<file path="src/rtl/shift_register_ctrl_pkg.sv">
// Shared types for the shift_register_ctrl sequencer.
package shift_register_ctrl_pkg;

    typedef enum logic [1:0] {
        ST_IDLE  = 2'd0,
        ST_FILL  = 2'd1,
        ST_DRAIN = 2'd2
    } state_e;

endpackage

</file>
<file path="src/rtl/shift_register.sv">
// DEPTH x WIDTH delay line; all stages advance together when en is high.
module shift_register #(
    parameter int unsigned DEPTH = 4,
    parameter int unsigned WIDTH = 4
) (
    input  logic             clk,
    input  logic             rst_n,
    input  logic             en,
    input  logic [WIDTH-1:0] d,
    output logic [WIDTH-1:0] q
);

    logic [WIDTH-1:0] r_stages [DEPTH];

    always_ff @(posedge clk or negedge rst_n) begin
        if (!rst_n) begin
            r_stages <= '{default: '0};
        end else if (en) begin
            r_stages[0] <= d;
            for (int i = 1; i < DEPTH; i++) begin
                r_stages[i] <= r_stages[i-1];
            end
        end
    end

    assign q = r_stages[DEPTH-1];

endmodule

</file>
<file path="src/rtl/shift_register_ctrl.sv">
// Flow-controlled sequencer around a shift_register delay line: valid/ready in and out,
// per-stage valid tracking, and flush/idle-timeout draining with bubbles.
module shift_register_ctrl
    import shift_register_ctrl_pkg::*;
#(
    parameter int unsigned DEPTH        = 4,
    parameter int unsigned WIDTH        = 4,
    parameter int unsigned IDLE_TIMEOUT = 8
) (
    input  logic                       clk,
    input  logic                       rst_n,
    input  logic                       s_valid,
    output logic                       s_ready,
    input  logic [WIDTH-1:0]           s_data,
    output logic                       m_valid,
    input  logic                       m_ready,
    output logic [WIDTH-1:0]           m_data,
    input  logic                       flush,
    output logic                       flush_done,
    output logic [$clog2(DEPTH+1)-1:0] level,
    output logic                       busy
);

    localparam int unsigned LvlW = $clog2(DEPTH + 1);
    localparam int unsigned CntW = (IDLE_TIMEOUT > 0) ? $clog2(IDLE_TIMEOUT + 1) : 1;
    // A zero limit keeps the counter parked at 0 and the timeout compare disabled.
    localparam logic [CntW-1:0] CntMax = CntW'(IDLE_TIMEOUT);

    state_e            r_state;
    logic [DEPTH-1:0]  r_vbits;
    logic [CntW-1:0]   r_idle_cnt;
    logic              r_flush_done;

    logic              w_can_shift;
    logic              w_drain;
    logic              w_accept;
    logic              w_shift;
    logic              w_timeout;
    logic [DEPTH-1:0]  w_vbits_next;
    logic [WIDTH-1:0]  w_d;
    logic [LvlW-1:0]   w_level;

    assign w_can_shift  = !r_vbits[DEPTH-1] || m_ready;
    assign w_drain      = (r_state == ST_DRAIN);
    assign s_ready      = w_can_shift && !w_drain;
    assign w_accept     = s_valid && s_ready;
    assign w_shift      = w_accept || (w_drain && w_can_shift);
    assign w_timeout    = (IDLE_TIMEOUT != 0) && (r_idle_cnt == CntMax);
    assign w_vbits_next = w_shift ? {r_vbits[DEPTH-2:0], w_accept} : r_vbits;
    assign w_d          = w_accept ? s_data : '0;

    shift_register #(
        .DEPTH (DEPTH),
        .WIDTH (WIDTH)
    ) u_shift_register (
        .clk   (clk),
        .rst_n (rst_n),
        .en    (w_shift),
        .d     (w_d),
        .q     (m_data)
    );

    always_ff @(posedge clk or negedge rst_n) begin
        if (!rst_n) begin
            r_state      <= ST_IDLE;
            r_vbits      <= '0;
            r_idle_cnt   <= '0;
            r_flush_done <= 1'b0;
        end else begin
            r_vbits      <= w_vbits_next;
            r_flush_done <= 1'b0;

            if (r_state != ST_FILL || w_accept) begin
                r_idle_cnt <= '0;
            end else if (!s_valid && r_idle_cnt != CntMax) begin
                r_idle_cnt <= r_idle_cnt + CntW'(1);
            end

            unique case (r_state)
                ST_IDLE: begin
                    // A word arriving with the flush is drained along with everything else.
                    if (w_accept) begin
                        r_state <= flush ? ST_DRAIN : ST_FILL;
                    end else if (flush) begin
                        r_flush_done <= 1'b1;
                    end
                end
                ST_FILL: begin
                    if (w_vbits_next == '0) begin
                        r_state      <= ST_IDLE;
                        r_flush_done <= flush;
                    end else if (flush || w_timeout) begin
                        r_state <= ST_DRAIN;
                    end
                end
                ST_DRAIN: begin
                    if (w_vbits_next == '0) begin
                        r_state      <= ST_IDLE;
                        r_flush_done <= 1'b1;
                    end
                end
                default: r_state <= ST_IDLE;
            endcase
        end
    end

    always_comb begin
        w_level = '0;
        for (int i = 0; i < DEPTH; i++) begin
            w_level = w_level + LvlW'(r_vbits[i]);
        end
    end

    assign m_valid    = r_vbits[DEPTH-1];
    assign level      = w_level;
    assign busy       = (r_state != ST_IDLE);
    assign flush_done = r_flush_done;

endmodule
</file>
<file path="config.mk">
export PLATFORM = sky130hd
export DESIGN_NAME = shift_register_ctrl
export DESIGN_NICKNAME = d
export VERILOG_FILES = /design/src/rtl/shift_register_ctrl_pkg.sv /design/src/rtl/shift_register.sv /design/src/rtl/shift_register_ctrl.sv
export SDC_FILE = /design/constraint.sdc
export NUM_CORES = 1
export LEC_CHECK = 0
export CAP_MARGIN = 20
export CORE_MARGIN = 4
export CORE_UTILIZATION = 40
export DETAILED_ROUTE_END_ITERATION = 8
export PLACE_DENSITY = 0.6
export REMOVE_ABC_BUFFERS = 1
export SYNTH_ARGS = -nofsm -noshare
export SYNTH_HDL_FRONTEND = slang
export SYNTH_SLANG_ARGS = --single-unit
</file>
<file path="constraint.sdc">
create_clock -name clk -period 2.1 [get_ports clk]
set_input_delay 0.525 -clock clk [delete_from_list [all_inputs] [get_ports clk]]
set_output_delay 0.525 -clock clk [all_outputs]
set_load 0.05 [all_outputs]
</file>
==> key figures <==
Run status
  • Status: finished, violations left
  • Failing checks: setup timing

Yosys
  • Area leader, netlist: dfrtp_1
  • Adder-cell area share of the yosys netlist: roughly 5.3%
  • Synth Area in XOR/XNOR: 1.34%
  • Largest family of logic cells by synthesized area: simple AND/OR/NAND/NOR gates
  • Post-synth EDFFs: 0
  • Synth top cells by count: dfrtp_1, mux2_2, inv_1
  • Most instantiated library cell after synthesis: dfrtp_1
  • Sequential area share after synthesis: 51.5%
  • Top post-synthesis cells by area: dfrtp_1, mux2_2, ha_1, a22o_1, inv_1
  • Mean Syn Cell Area: about 12 um2
  • Asr flop ratio synth: 100%
  • Post-Syn Area: 0.00131 mm2
  • Main flop type after synthesis: dfrtp_1
  • Yosys Warn Count: 0
  • Multiplexer share of the synthesized area: a little under an eighth
  • Synth Area in Simple Gates: 12.1%
  • Synth Register Bits: 27
  • Top cell type's share of synthesized area: 51.5%
  • Post-Syn Instances: 110
  • Netlist cell types: 34
  • Post-synthesis compound-gate area fraction: a little over a tenth

Floorplan
  • Cell Rows: 20
  • Die span in x: 65.3 um
  • Total core area: 0.00310 mm2
  • Die Height: 65.3 um
  • Starting density of the core: between 40% and 50%
  • Die area: around 0.0043 mm2
  • # IOs: 20

Timing
  • Max-slew headroom: between 60% and 70%
  • Max-slew violation count: 0
  • Clock Skew: 0.00297 ns
  • Setup ws final: -0.346 ns
  • WHS: 0.522 ns
  • Worst slew pin tran: 0.501 ns
  • Fin. Hold Viols: 0
  • RSZ-0062 raised after global routing: true
  • Tcrit/Tclk final: 116%
  • Count of final setup violators: 3
  • Setup total negative slack: -0.778 ns
  • Min cycle time layout: 2.45 ns
  • Highest clock rate: 409 MHz

Power
  • Max VDD drop: about 0.7 mV
  • Net Sw Frac: 42.8%
  • Lkg Pwr: just under 0.8 nW
  • Pwr dens: 1760 mW/mm2
  • Logic pwr share: 63.3%
  • Design Power: slightly below 3 mW
  • Internal cell power: 1.67 mW
  • Switch Pwr: around 1.2 mW
  • Power share of the clock group: 8.0%
  • Flop pwr share: 28.7%

Route
  • 1st-pass router iterations: 2
  • Detailed-route via count: roughly 870
  • Vias/cell: 4.84
  • Final ANT Viol Nets: 0
  • WL final: 2320 um
  • Initial DRC count: 26
  • DR WL/cell: around 13 um
  • DRC errors left: 0

Placement
  • Gpl congestion: 0.797
  • Detailed placer's ending HPWL: 1640 um
  • Number of I/O port buffers: 19
  • Placed cell area: 0.00158 mm2

Global route
  • Gr ovfl total: 0
  • Tot GR Track Use: 12.4%
  • Largest net degree at the start of global routing: 28
  • Initial antenna violation count: 0
  • First-pass GRT wire length: 4040 um
  • Number of global-route vias before repair: approximately 890

Cells and area
  • Multi-input combinational cell area: 568 um2
  • Share of cells above drive strength 1: 30.4%
  • Final std cell area, no fill: roughly 0.0017 mm2
  • Layout Nets: 150
  • Reg area: 676 um2
  • Fill cell count: 293
  • Synthesis-to-layout area growth: 26.7%
  • ANT cells: 0

Clocking
  • CTS tree: built
  • Later-pin clock latency in the skew report: 0.33 ns
  • Worst-case clock buffer depth: 2
  • CTS Buf Count: 3
  • CTS Root Cell: clkbuf_4
  • H-tree depth: 1
  • Clk slew on worst S/H paths: 0.15 ns
  • CTS sink count: 27

Run
  • MaxCap Viol Count: 0

Worst setup path
  • CP Launch Type: flop
  • Worst reg-to-reg path cell count: 6
  • Required time worst endpoint: 1.57 ns
  • Data arrival, critical path: 1.92 ns
  • Critical Path Sink Type: primary output
  • CP Class: flop to primary output
  • Max FO, Critical Path: 2

Hold path
  • HP Class: flop to flop
  • Hold path depth: 1
## critical path, stage by stage, from the launching register on
cell and delay (ns):
dfrtp_1 0.39, inv_2 0.05, fa_1 0.55, inv_2 0.05, ha_4 0.16, ha_4 0.27, buf_12 0.13
## cells by family after synthesis
| group | after synthesis |
|---|---|
| muxes | 13 |
| and+or+nand+nor | 28 |
| AOI/OAI and AO/OA | 19 |
| xor gates and xnor gates | 2 |
| adders and majority gates | 5 |
| DFF | 27 |
| buffers and inverters | 16 |
## state kept, by name, indices dropped and copies added, names as in the netlist
register / flops
u_shift_register.r_stages: 12
u_shift_register.q: 4
r_vbits: 4
flush_done: 1
r_state: 2
r_idle_cnt: 4
## layer usage
layer | up-vias | share of wire (%) | routed length (um) | GRT usage, %
met1 | 420 | 48 | 1110 | 16.8
met4 | 0 | 1.2 | 27 | 5.44
met3 | 4 | 2.3 | 54 | 2.22
met2 | 13 | 48 | 1120 | 19.2
li1 | 429 | - | - | -
met5 | - | 0 | 0 | 0
## final timing paths
check                                              from                           end  slack, ns
min reg2reg                u_shift_register.r_stages[9]  u_shift_register.r_stages[9]       0.52
min in group asynchronous                         rst_n                 r_idle_cnt[1]       0.54
max reg2reg                                  r_vbits[1]                    r_state[1]       0.42
max in group asynchronous                         rst_n                    r_state[1]       1.30
min                        u_shift_register.r_stages[9]  u_shift_register.r_stages[9]       0.52
max                                          r_vbits[1]                      level[1]      -0.35
## per-stage QoR
| step | utilization, % | setup slack, ns | std cells |
|---|---|---|---|
| final | 53.5 | -0.346 | 179 |
| after global routing | 53.5 | -0.413 | 179 |
| after CTS | 52.8 | -0.347 | 177 |
| after detailed placement | 50.9 | -0.0478 | 173 |
| after global placement | 50.9 | -0.00697 | 173 |
| after floorplan | - | -0.541 | 103 |
## placed cells by master, fill, tap and decap left out, drive strengths merged, types with 2 or more instances in the layout
cell and count:
o311ai 2, o21ai 7, buf 15, ha 4, nor2 7, mux2 12, dfrtp 27, nand3b 2
nor2b 2, nand2 8, clkbuf 3, inv 9, a21oi 2, nand2b 2, clkdlybuf4s50 12, a22o 4
## layout make-up
type / count / share of cell area (%)
Sequential cell: 27 / 40.7
Clock buffer: 3 / 1.36
Clock inverter: 1 / 0.452
Tap cell: 44 / 3.31
Timing Repair Buffer: 28 / 18.0
Inverter: 9 / 2.03
Multi-Input combinational cell: 67 / 34.2
## repair_timing
action / 4_1_cts / 5_1_grt
hold buffers: 0 / 0
cloned: 0 / 0
setup endpoints to repair: 3 / 5
resized for setup: 6 / 3
setup buffers: 0 / 2
pin swaps: 1 / 2
## power groups by stage
stage | clock network, mW | logic [mW] | registers, mW
floorplan | 0 | 0.869 | 1.02
global placement | 0 | 1.70 | 0.837
detailed placement | 0 | 1.73 | 0.846
CTS | 0.246 | 1.83 | 0.839
global route | 0.269 | 1.96 | 0.870
finish | 0.234 | 1.85 | 0.837
Power figures use the tool's default switching activity.
